[config.mk]
export PLATFORM = sky130hd
export DESIGN_NAME = jls_pipeline_sequencer
export DESIGN_NICKNAME = d
export VERILOG_FILES = /design/src/rtl/jls_pipeline_sequencer.sv
export SDC_FILE = /design/constraint.sdc
export NUM_CORES = 1
export LEC_CHECK = 0
export CAP_MARGIN = 30
export CORE_MARGIN = 10
export CORE_UTILIZATION = 35
export DETAILED_ROUTE_END_ITERATION = 8
export GPL_ROUTABILITY_DRIVEN = 0
export PLACE_DENSITY = 0.63
export SKIP_CTS_REPAIR_TIMING = 1
export SLEW_MARGIN = 20
export SYNTH_ARGS = -nofsm -noshare
export SYNTH_HDL_FRONTEND = slang
export SYNTH_SLANG_ARGS = --single-unit
[constraint.sdc]
create_clock -name clk -period 2.8 [get_ports clk]
set_input_delay 0.84 -clock clk [delete_from_list [all_inputs] [get_ports clk]]
set_output_delay 0.84 -clock clk [all_outputs]
set_load 0.02 [all_outputs]
[src/rtl/jls_pipeline_sequencer.sv]
// Issue/advance controller for the JPEG-LS encoder stage registers: per-stage enables,
// valid/context tracking, context-hazard bubbles, backpressure stall and frame drain/done.
`ifndef Q_length
`define Q_length 8
`endif

module jls_pipeline_sequencer #(
   parameter int NUM_STAGES = 6,
   parameter int HAZ_DEPTH  = 2,
   parameter int Q_length   = `Q_length,
   parameter int STALL_W    = 16
) (
   input  logic                  clk,
   input  logic                  reset,
   input  logic                  pix_valid,
   output logic                  pix_ready,
   input  logic [Q_length-1:0]   pix_Q,
   input  logic                  pix_run,
   input  logic                  pix_EOF,
   input  logic                  out_ready,
   output logic                  out_valid,
   output logic                  stage_adv,
   output logic [NUM_STAGES-1:0] start_enc,
   output logic [NUM_STAGES-1:0] stage_valid,
   output logic                  busy,
   output logic                  done,
   output logic [STALL_W-1:0]    stall_cnt
);

   typedef enum logic [1:0] {
      ST_IDLE   = 2'd0,
      ST_ACTIVE = 2'd1,
      ST_DRAIN  = 2'd2,
      ST_DONE   = 2'd3
   } state_t;

   state_t                state;
   logic [NUM_STAGES-1:0] valid_q;
   logic [NUM_STAGES-1:0] run_q;
   logic [Q_length-1:0]   q_tag [NUM_STAGES];
   logic [NUM_STAGES-1:0] valid_next;
   logic                  haz_match;
   logic                  hazard;
   logic                  accept;
   logic                  state_open;

   assign out_valid   = valid_q[NUM_STAGES-1];
   assign stage_adv   = ~valid_q[NUM_STAGES-1] | out_ready;
   assign stage_valid = valid_q;
   assign busy        = (state != ST_IDLE);
   assign done        = (state == ST_DONE);

   // Only regular-mode pixels still in the first HAZ_DEPTH stages can conflict on a context.
   always_comb begin
      haz_match = 1'b0;
      for (int i = 0; i < HAZ_DEPTH; i++) begin
         if (valid_q[i] && !run_q[i] && (q_tag[i] == pix_Q)) begin
            haz_match = 1'b1;
         end
      end
   end

   assign hazard     = pix_valid & ~pix_run & haz_match;
   assign state_open = (state == ST_IDLE) | (state == ST_ACTIVE);
   assign pix_ready  = stage_adv & ~hazard & state_open & ~reset;
   assign accept     = pix_valid & pix_ready;

   assign valid_next = stage_adv ? {valid_q[NUM_STAGES-2:0], accept} : valid_q;
   assign start_enc  = stage_adv ? {valid_q[NUM_STAGES-2:0], accept} : '0;

   // Stage bookkeeping: the whole pipe shifts together; a hazard simply leaves a bubble in stage 1.
   always_ff @(posedge clk) begin
      if (reset) begin
         valid_q <= '0;
         run_q   <= '0;
         for (int i = 0; i < NUM_STAGES; i++) begin
            q_tag[i] <= '0;
         end
      end else if (stage_adv) begin
         valid_q  <= valid_next;
         run_q    <= {run_q[NUM_STAGES-2:0], pix_run};
         q_tag[0] <= pix_Q;
         for (int i = 1; i < NUM_STAGES; i++) begin
            q_tag[i] <= q_tag[i-1];
         end
      end
   end

   // Bubble counter restarts with each frame's first pixel and saturates instead of wrapping.
   always_ff @(posedge clk) begin
      if (reset) begin
         stall_cnt <= '0;
      end else if ((state == ST_IDLE) && accept) begin
         stall_cnt <= '0;
      end else if (hazard && stage_adv && (stall_cnt != '1)) begin
         stall_cnt <= stall_cnt + {{(STALL_W-1){1'b0}}, 1'b1};
      end
   end

   // Frame sequencing: DRAIN closes intake until the pipe empties, DONE is a one-cycle marker.
   always_ff @(posedge clk) begin
      if (reset) begin
         state <= ST_IDLE;
      end else begin
         case (state)
            ST_IDLE: begin
               if (accept) begin
                  state <= pix_EOF ? ST_DRAIN : ST_ACTIVE;
               end
            end
            ST_ACTIVE: begin
               if (accept && pix_EOF) begin
                  state <= ST_DRAIN;
               end
            end
            ST_DRAIN: begin
               if (valid_next == '0) begin
                  state <= ST_DONE;
               end
            end
            ST_DONE: begin
               state <= ST_IDLE;
            end
            default: begin
               state <= ST_IDLE;
            end
         endcase
      end
   end

endmodule

# [Yosys cells after proc, flatten, opt, wreduce, memory -nomap -nowiden]
# Memory sizes are Yosys's and may differ from the RTL's.
# Cells that the tools add are included.
[classes] reduce_logical=15 add_sub_neg=1 mux=20 n_bitwise=18 eq_ne=9
[op_table] operator="$mux 8" n=6
[op_table] operator="$add 16x1->16 const B" n=1
[op_table] operator="$eq 8x8->1" n=2
[op_table] operator="$ne 16x16->1 const B" n=1
[op_table] operator="$mux 6" n=2
[op_table] operator="$logic_and 1x1->1" n=8
[op_table] operator="$mux 2" n=4
[op_table] operator="$or 1x1->1" n=8
[op_table] operator="$pmux 2 s4" n=1
[op_table] operator="$mux 1" n=7
[op_table] operator="$and 1x1->1" n=6
[op_table] operator="$logic_not 6->1" n=1
[op_table] operator="$eq 2x2->1 const B" n=2
[op_table] operator="$ne 2x2->1 const B" n=2
[op_table] operator="$not 1->1" n=4
[op_table] operator="$reduce_and 3->1" n=1
[op_table] operator="$eq 2x1->1 const B" n=1
[op_table] operator="$logic_not 1->1" n=2
[op_table] operator="$logic_not 2->1" n=1
[op_table] operator="$ne 2x1->1 const B" n=1
[op_table] operator="$reduce_bool 2->1" n=1
[op_table] operator="$reduce_or 2->1" n=1
[totals] memories=1 word_cells=68 regBits=26 mem_bits_rw=48 in_bits=14
[memory_table] name="q_tag" words=6 width=8 read_ports=5 rd_clocked_by_memory_dff=0 write_ports=6 line_no="40" rtl="logic [Q_length-1:0] q_tag [NUM_STAGES];"

# [Logic depth before layout (Yosys ltp)]
[logic_depth] depth_word=15 ltp_mapped=8 ltp_nobuf=7

# [Worst setup path after synthesis]
# No wires, ideal clock.
[synth_path] path_type="in2out" from="in pix_run" to="out pix_ready" arrival_ns=1.804 path_buffers=0 stages=6 setup_slack_ns=0.156 path_cell_list="and2b_1 > nand4b_1 > nor4_1 > nor2_1 > nand2_1 > nor2_1"
[synth_between] elab_chain_cells=7
[synth_lines] element="start: declaration" line_no="18" rtl="input logic pix_run,"
[synth_lines] element="$not 1->1" line_no="63" rtl="assign hazard = pix_valid & ~pix_run & haz_match;"
[synth_lines] element="$and 1x1->1 (2 in series)" line_no="63"
[synth_lines] element="$not 1->1" line_no="65" rtl="assign pix_ready = stage_adv & ~hazard & state_open & ~reset;"
[synth_lines] element="$and 1x1->1 (3 in series)" line_no="65"
[synth_lines] element="end: declaration" line_no="16" rtl="output logic pix_ready,"
# Every way passes these cells.

# [Worst setup path in the final report]
[layout_path] from="in pix_run" to="out start_enc[0]"
[layout_between] elab_chain_cells=9
[layout_lines] element="$not 1->1" line_no="63"
[layout_lines] element="$and 1x1->1 (2 in series)" line_no="63"
[layout_lines] element="$not 1->1" line_no="65"
[layout_lines] element="$and 1x1->1 (3 in series)" line_no="65"
[layout_lines] element="$and 1x1->1" line_no="66" rtl="assign accept = pix_valid & pix_ready;"
[layout_lines] element="$mux 6" line_no="69" rtl="assign start_enc = stage_adv ? {valid_q[NUM_STAGES-2:0], accept} : '0;"
[layout_lines] element="end: declaration" line_no="23" rtl="output logic [NUM_STAGES-1:0] start_enc,"
# Every way passes these cells.

==> out/metrics.cfg <==
[final_layout]
layout.nets = 319
final_cell_mix = buf_4 (30), clkdlybuf4s50_1 (28), dfxtp_1 (26), nand2_1 (22), a21oi_1 (19)
fin_util_pct = 52.0
antennaDiodeCount = 0
layout_commonest_cell = buf_4
drive_above_1_share_pct = 19.6
seq_area_um2 = 1000
area_growth_pct = 43.5
fill_cells = 569
multiInputGateArea_um2 = 1120

[hold_path]
min_path_cells = 2
whs_endpoint = run_q[1]
min_from = run_q[1]
holdCritPathClass = reg -> reg

[critical_path]
worstSetupPathType = in -> out
reg2reg_depth = 9
critPathMaxFanout = 3
cp.arrival_ns = 2.09
cp-end-kind = output pin
cp.required_ns = 1.96
r2r-end = stall_cnt[5]
cp-start-kind = primary input
r2r_slack_ns = 0.43
r2r_start = q_tag[0][4]

[timing]
worst_pin_slew_ns = 0.716
whs_ns = 0.474
slew_headroom_pct = 52.3
finalCriticalPeriod_ns = 2.93
fin_ws_ns = -0.134
max_freq_mhz = 341
slew_viol_final = 0
final.setup_skew_ns = 0.00553
rsz0062_at_grt = true
post-route-period-util_pct = 105
setup_viol = 2
finalHoldViolations = 0

[floorplan]
io_pins = 47
row_count = 28
initial_utilization_pct = 36.2
die-area_um2 = 9700
die_w_um = 98.5
core_um2 = 5960
die_h_um = 98.5

[clock_network]
root_buffer = clkbuf_8
cts_buffers = 5
cts_tree = done
clk_latency_ns = 0.30
htree_levels = 2
path_clk_slew_ns = 0.07
clk_path_buf_depth = 2
cts.sinks = 42

[logic_synthesis]
synth_top_area_share_pct = 24.1
syn-num-nets = 242
avgSynthCellArea_um2 = 9.67
async_flop_share_pct = 0
synthTopCellsByArea = dfxtp_1 (24%), edfxtp_1 (22%), xnor2_1 (6.5%)
ys_seq_area_share_pct = 46.4
syn_area_um2 = 2160
synth_edf_count = 16
syn_inst = 223
ys.flop_type = dfxtp_1
yosysWarnings = 0
ys_seq_elements = 42
yosys.area.top_type = dfxtp_1
synth_cell_types = 42

[drt]
vias = 1881
drt_first_iter_violations = 40
antenna_left = 0
dr.pass1.iters = 4
vias_per_cell = 5.00
wire_per_inst_um = 13.9
wl_um = 5220
route.detailed.drc = 0

[flow_run]
maxCapViolCount = 0

[pwr]
leakagePower_nw = 1.31
total_power_w = 0.00154
powerDensity_nw_per_um2 = 497
peakVddDrop_mv = 0.285

[run_status]
violations = setup timing
outcome = finished, violations left

[global_routing]
grt_pass1_wl_um = 8280
grt_max_degree = 20
grt_usage_pct = 10.1
antenna_found_initial = 0
grt_pass1_vias = 1869
globalRouteOverflowTotal = 0

[placed_design]
hpwl_um = 3770
numPortBuffers = 46

power breakdown:
part / switching, W / internal (W)
logic: 0.000229 / 0.000208
registers: 0.0000274 / 0.000666
clock network: 0.000205 / 0.000201
total: 0.000462 / 0.00108
cells in the mapped netlist (4+ instances only):
library cell	n
a21oi_1	19
and2_1	17
clkbuf_1	4
inv_1	10
dfxtp_1	26
o21ai_1	4
or3_1	4
edfxtp_1	16
or4_1	10
xnor2_1	16
o31ai_1	10
nand3_1	9
nand2_1	23
nor2_1	10
o21ai_0	4
ha_1	5
state kept, by name, indices dropped and copies added, names as in the netlist:
name / flops
state: 2
run_q: 2
stall_cnt: 16
stage_valid: 6
q_tag: 16
worst max-delay path, stage by stage:
cell and delay [ns]:
buf_6 0.09, and2b_1 0.19, nand4b_1 0.19, nor4_4 0.34
nor2_1 0.09, nand2_1 0.12, nor2_1 0.05, buf_4 0.16
cell type report:
| class | count | area share (%) |
|---|---|---|
| Inverter | 11 | 1.33 |
| Timing Repair Buffer | 78 | 24.0 |
| Tap cell | 75 | 3.03 |
| Clock buffer | 8 | 2.91 |
| Sequential cell | 42 | 32.3 |
| Multi-Input combinational cell | 162 | 36.4 |
routing by layer:
| metal | up-vias | wire [µm] | GRT usage [%] |
|---|---|---|---|
| li1 | 957 | - | - |
| met5 | - | 0 | 0 |
| met4 | 0 | 80 | 3.64 |
| met2 | 36 | 2450 | 16.3 |
| met3 | 7 | 374 | 5.17 |
| met1 | 881 | 2320 | 11.2 |
cell families (layout without fill, tap and decap cells):
kind of cell,after synthesis,count (layout),share of synthesized area [%]
AND/OR/NAND/NOR,91,91,24.8
AO/OA/AOI/OAI,46,46,13.3
flip-flops,42,42,46.4
buffers and inverters,19,97,4.24
XOR/XNOR,18,18,7.31
adder cells (fa/ha/maj),5,5,2.90
multiplexers,2,2,0.929
worst max-delay path by stage:
| stage | start | end | slack (ns) | cells past startpoint |
|---|---|---|---|---|
| after global placement | pix_Q[4] | start_enc[0] | -0.87 | 8 |
| after global routing | pix_run | start_enc[0] | -0.19 | 8 |
| after floorplan | pix_run | pix_ready | 0.16 | 6 |
| after CTS | pix_Q[6] | start_enc[0] | -0.94 | 8 |
| after detailed placement | pix_Q[6] | start_enc[0] | -0.94 | 8 |
| final | pix_run | start_enc[0] | -0.13 | 8 |
per-stage QoR:
step           std cells  setup TNS (ns)  instance area [µm²]  worst slack (ns)
6_report             376          -0.261                 3090            -0.134
5_1_grt              376          -0.383                 3090            -0.195
4_1_cts              374           -5.65                 3000            -0.938
3_5_place_dp         366           -9.70                 2910            -0.943
3_3_place_gp         366           -8.93                 2910            -0.865
2_1_floorplan        223               0                 2160             0.156
Power figures use the tool's default switching activity.
==> patch: new RTL, same flow settings <==
Register the output `stall_cnt` once more, with the module's reset; this adds one clock of latency there. The other outputs are not delayed to match.
--- a/src/rtl/jls_pipeline_sequencer.sv
+++ b/src/rtl/jls_pipeline_sequencer.sv
@@ -35,2 +35,4 @@
    } state_t;
+
+   logic [STALL_W-1:0] stall_cnt_s0;
 
@@ -91,7 +93,7 @@
       if (reset) begin
-         stall_cnt <= '0;
+         stall_cnt_s0 <= '0;
       end else if ((state == ST_IDLE) && accept) begin
-         stall_cnt <= '0;
-      end else if (hazard && stage_adv && (stall_cnt != '1)) begin
-         stall_cnt <= stall_cnt + {{(STALL_W-1){1'b0}}, 1'b1};
+         stall_cnt_s0 <= '0;
+      end else if (hazard && stage_adv && (stall_cnt_s0 != '1)) begin
+         stall_cnt_s0 <= stall_cnt_s0 + {{(STALL_W-1){1'b0}}, 1'b1};
       end
@@ -130,2 +132,10 @@
 
+   always_ff @(posedge clk) begin
+      if (reset) begin
+         stall_cnt <= '0;
+      end else begin
+         stall_cnt <= stall_cnt_s0;
+      end
+   end
+
 endmodule
Formal check against the unedited RTL: not equivalent (a bounded check fails within 4 cycles, from zero or initial values and one cycle with reset high).
==> patch against the unedited design <==
The flow still finishes with violations (negative setup slack). Synthesized area is 22% higher. Clock skew is 0.0094 ns higher. Total power is 44% higher. Sequential cell count is 16 higher. Worst setup slack better by 0.017 ns. Routed wire length is 13% higher. Critical path depth is 1 lower. Sequential share of layout area is 3.0 points higher. Sequential power is 33% higher. Count of clock-buffer cells in the layout is 7 higher. Combinational power is 8.7% higher. Cell area is 21% higher. Critical endpoint unchanged.
==> patch: results (changes against the unedited design) <==
Power and ir drop
  – Total net switching power: 598 µW (was 462 µW)
  – Maximum VDD drop: 0.410 mV (was 0.285 mV)
  – Fraction of power consumed by sequential logic: 41.5% (was 45.1%)
  – Power, Total: 2.22 mW (was 1.54 mW)
  – Combinational group share of total power: 21.4% (was 28.4%)

Logic synthesis
  – Number of library cell types mapped by synthesis: 41 (was 42)
  – Share of synthesized cell area in full adder, half adder and majority cells: 2.39% (was 2.90%)
  – Nets in the synthesized netlist: 290 (was 242)
  – Syn avg cell area: 9.68 µm² (was 9.67 µm²)
  – Portion of netlist area occupied by mux cells: 1.19% (was 0.929%)
  – Area fraction in compound gates after synthesis: 9.83% (was 13.3%)
  – Xor and xnor fraction of the mapped netlist area: 5.68% (was 7.31%)
  – Area contributors post-synth: sky130_fd_sc_hd__dfxtp_1 (32%), sky130_fd_sc_hd__edfxtp_1 (18%), sky130_fd_sc_hd__xnor2_1 (5.3%) (was sky130_fd_sc_hd__dfxtp_1 (24%), sky130_fd_sc_hd__edfxtp_1 (22%), sky130_fd_sc_hd__xnor2_1 (6.5%))

Cells and area
  – Post-layout nets: 373 (was 319)

Outcome
  – Outcome: complete, but fails checks (unchanged)
  – Violations in the final reports: negative setup slack (unchanged)

Timing
  – Total Negative Setup Slacks: -0.195 ns (was -0.261 ns)
  – Worst Slack Setup Final: -0.117 ns (was -0.134 ns)
  – # setup viols final: 2 (unchanged)
  – Minimum hold slack: 0.449 ns (was 0.474 ns)
  – Post-Route Skew: 0.0150 ns (was 0.00553 ns)
  – Worst relative slew slack: 67.4% (was 52.3%)

Drt
  – Via-per-instance ratio: 4.75 (was 5.00)
  – Initial drt markers: 44 (was 40)
  – Post-DR wirelength/cell: 12.9 µm (was 13.9 µm)
  – Final WL: 5.90 mm (was 5.22 mm)

Worst setup path
  – Maximum cell stage delay along the critical path: 0.31 ns (was 0.34 ns)
  – Setup slack of the most critical reg-to-reg path: 0.58 ns (was 0.43 ns)
  – Reg2Reg Capture Point: stall_cnt_s0[9] (was stall_cnt[5])
  – R2r worst-path depth: 10 (was 9)
  – FF-to-FF Start: q_tag[0][8] (was q_tag[0][4])

Clocking
  – Source-to-sink clock delay at the later pin of the worst-skew pair: 0.35 ns (was 0.30 ns)
  – H-tree depth: 3 (was 2)
  – CTS buffer count: 9 (was 5)

Placed design
  – Area of placed instances: 3420 µm² (was 2910 µm²)
  – HPWL after DPL: 4.31 mm (was 3.77 mm)
  – Setup Slack @ Placement: -0.916 ns (was -0.943 ns)

Global routing
  – Via count of the first global-routing pass: 2,140 (was 1,869)
  – Maximum number of pins on one net before global-route repair: 22 (was 20)
  – Global-route wire length before repair: 10.1 mm (was 8.28 mm)
  – Global Route Usage Sum: 11.0% (was 10.1%)
-- patch: cell count changes in the layout (fill, tap and decap cells not counted), moves of 5 or more --
cell / delta
sky130_fd_sc_hd__dfxtp_1: +16
sky130_fd_sc_hd__nor2b_1: +16
sky130_fd_sc_hd__clkbuf_2: +8
sky130_fd_sc_hd__buf_4: +7
sky130_fd_sc_hd__dlymetal6s2s_1: -7
sky130_fd_sc_hd__clkbuf_8: +6
sky130_fd_sc_hd__xnor2_1: -6
sky130_fd_sc_hd__xnor2_2: +6
sky130_fd_sc_hd__or3_1: +5
-- patch: final cells by class --
cell class	count	area [µm²]
fill	677	3520
multi-input combinational	192	1330
sequential	58	1320
timing repair buffer	83	706
clock buffer	15	219
tap	99	124
inverter	10	40.0
-- patch: routing by layer --
layer,up-vias,part of all wire [%],GRT usage [%]
met1,1015,42,12.0
met4,0,2.4,6.00
met5,-,0,0
li1,1109,-,-
met3,15,5.3,4.47
met2,32,50,17.8
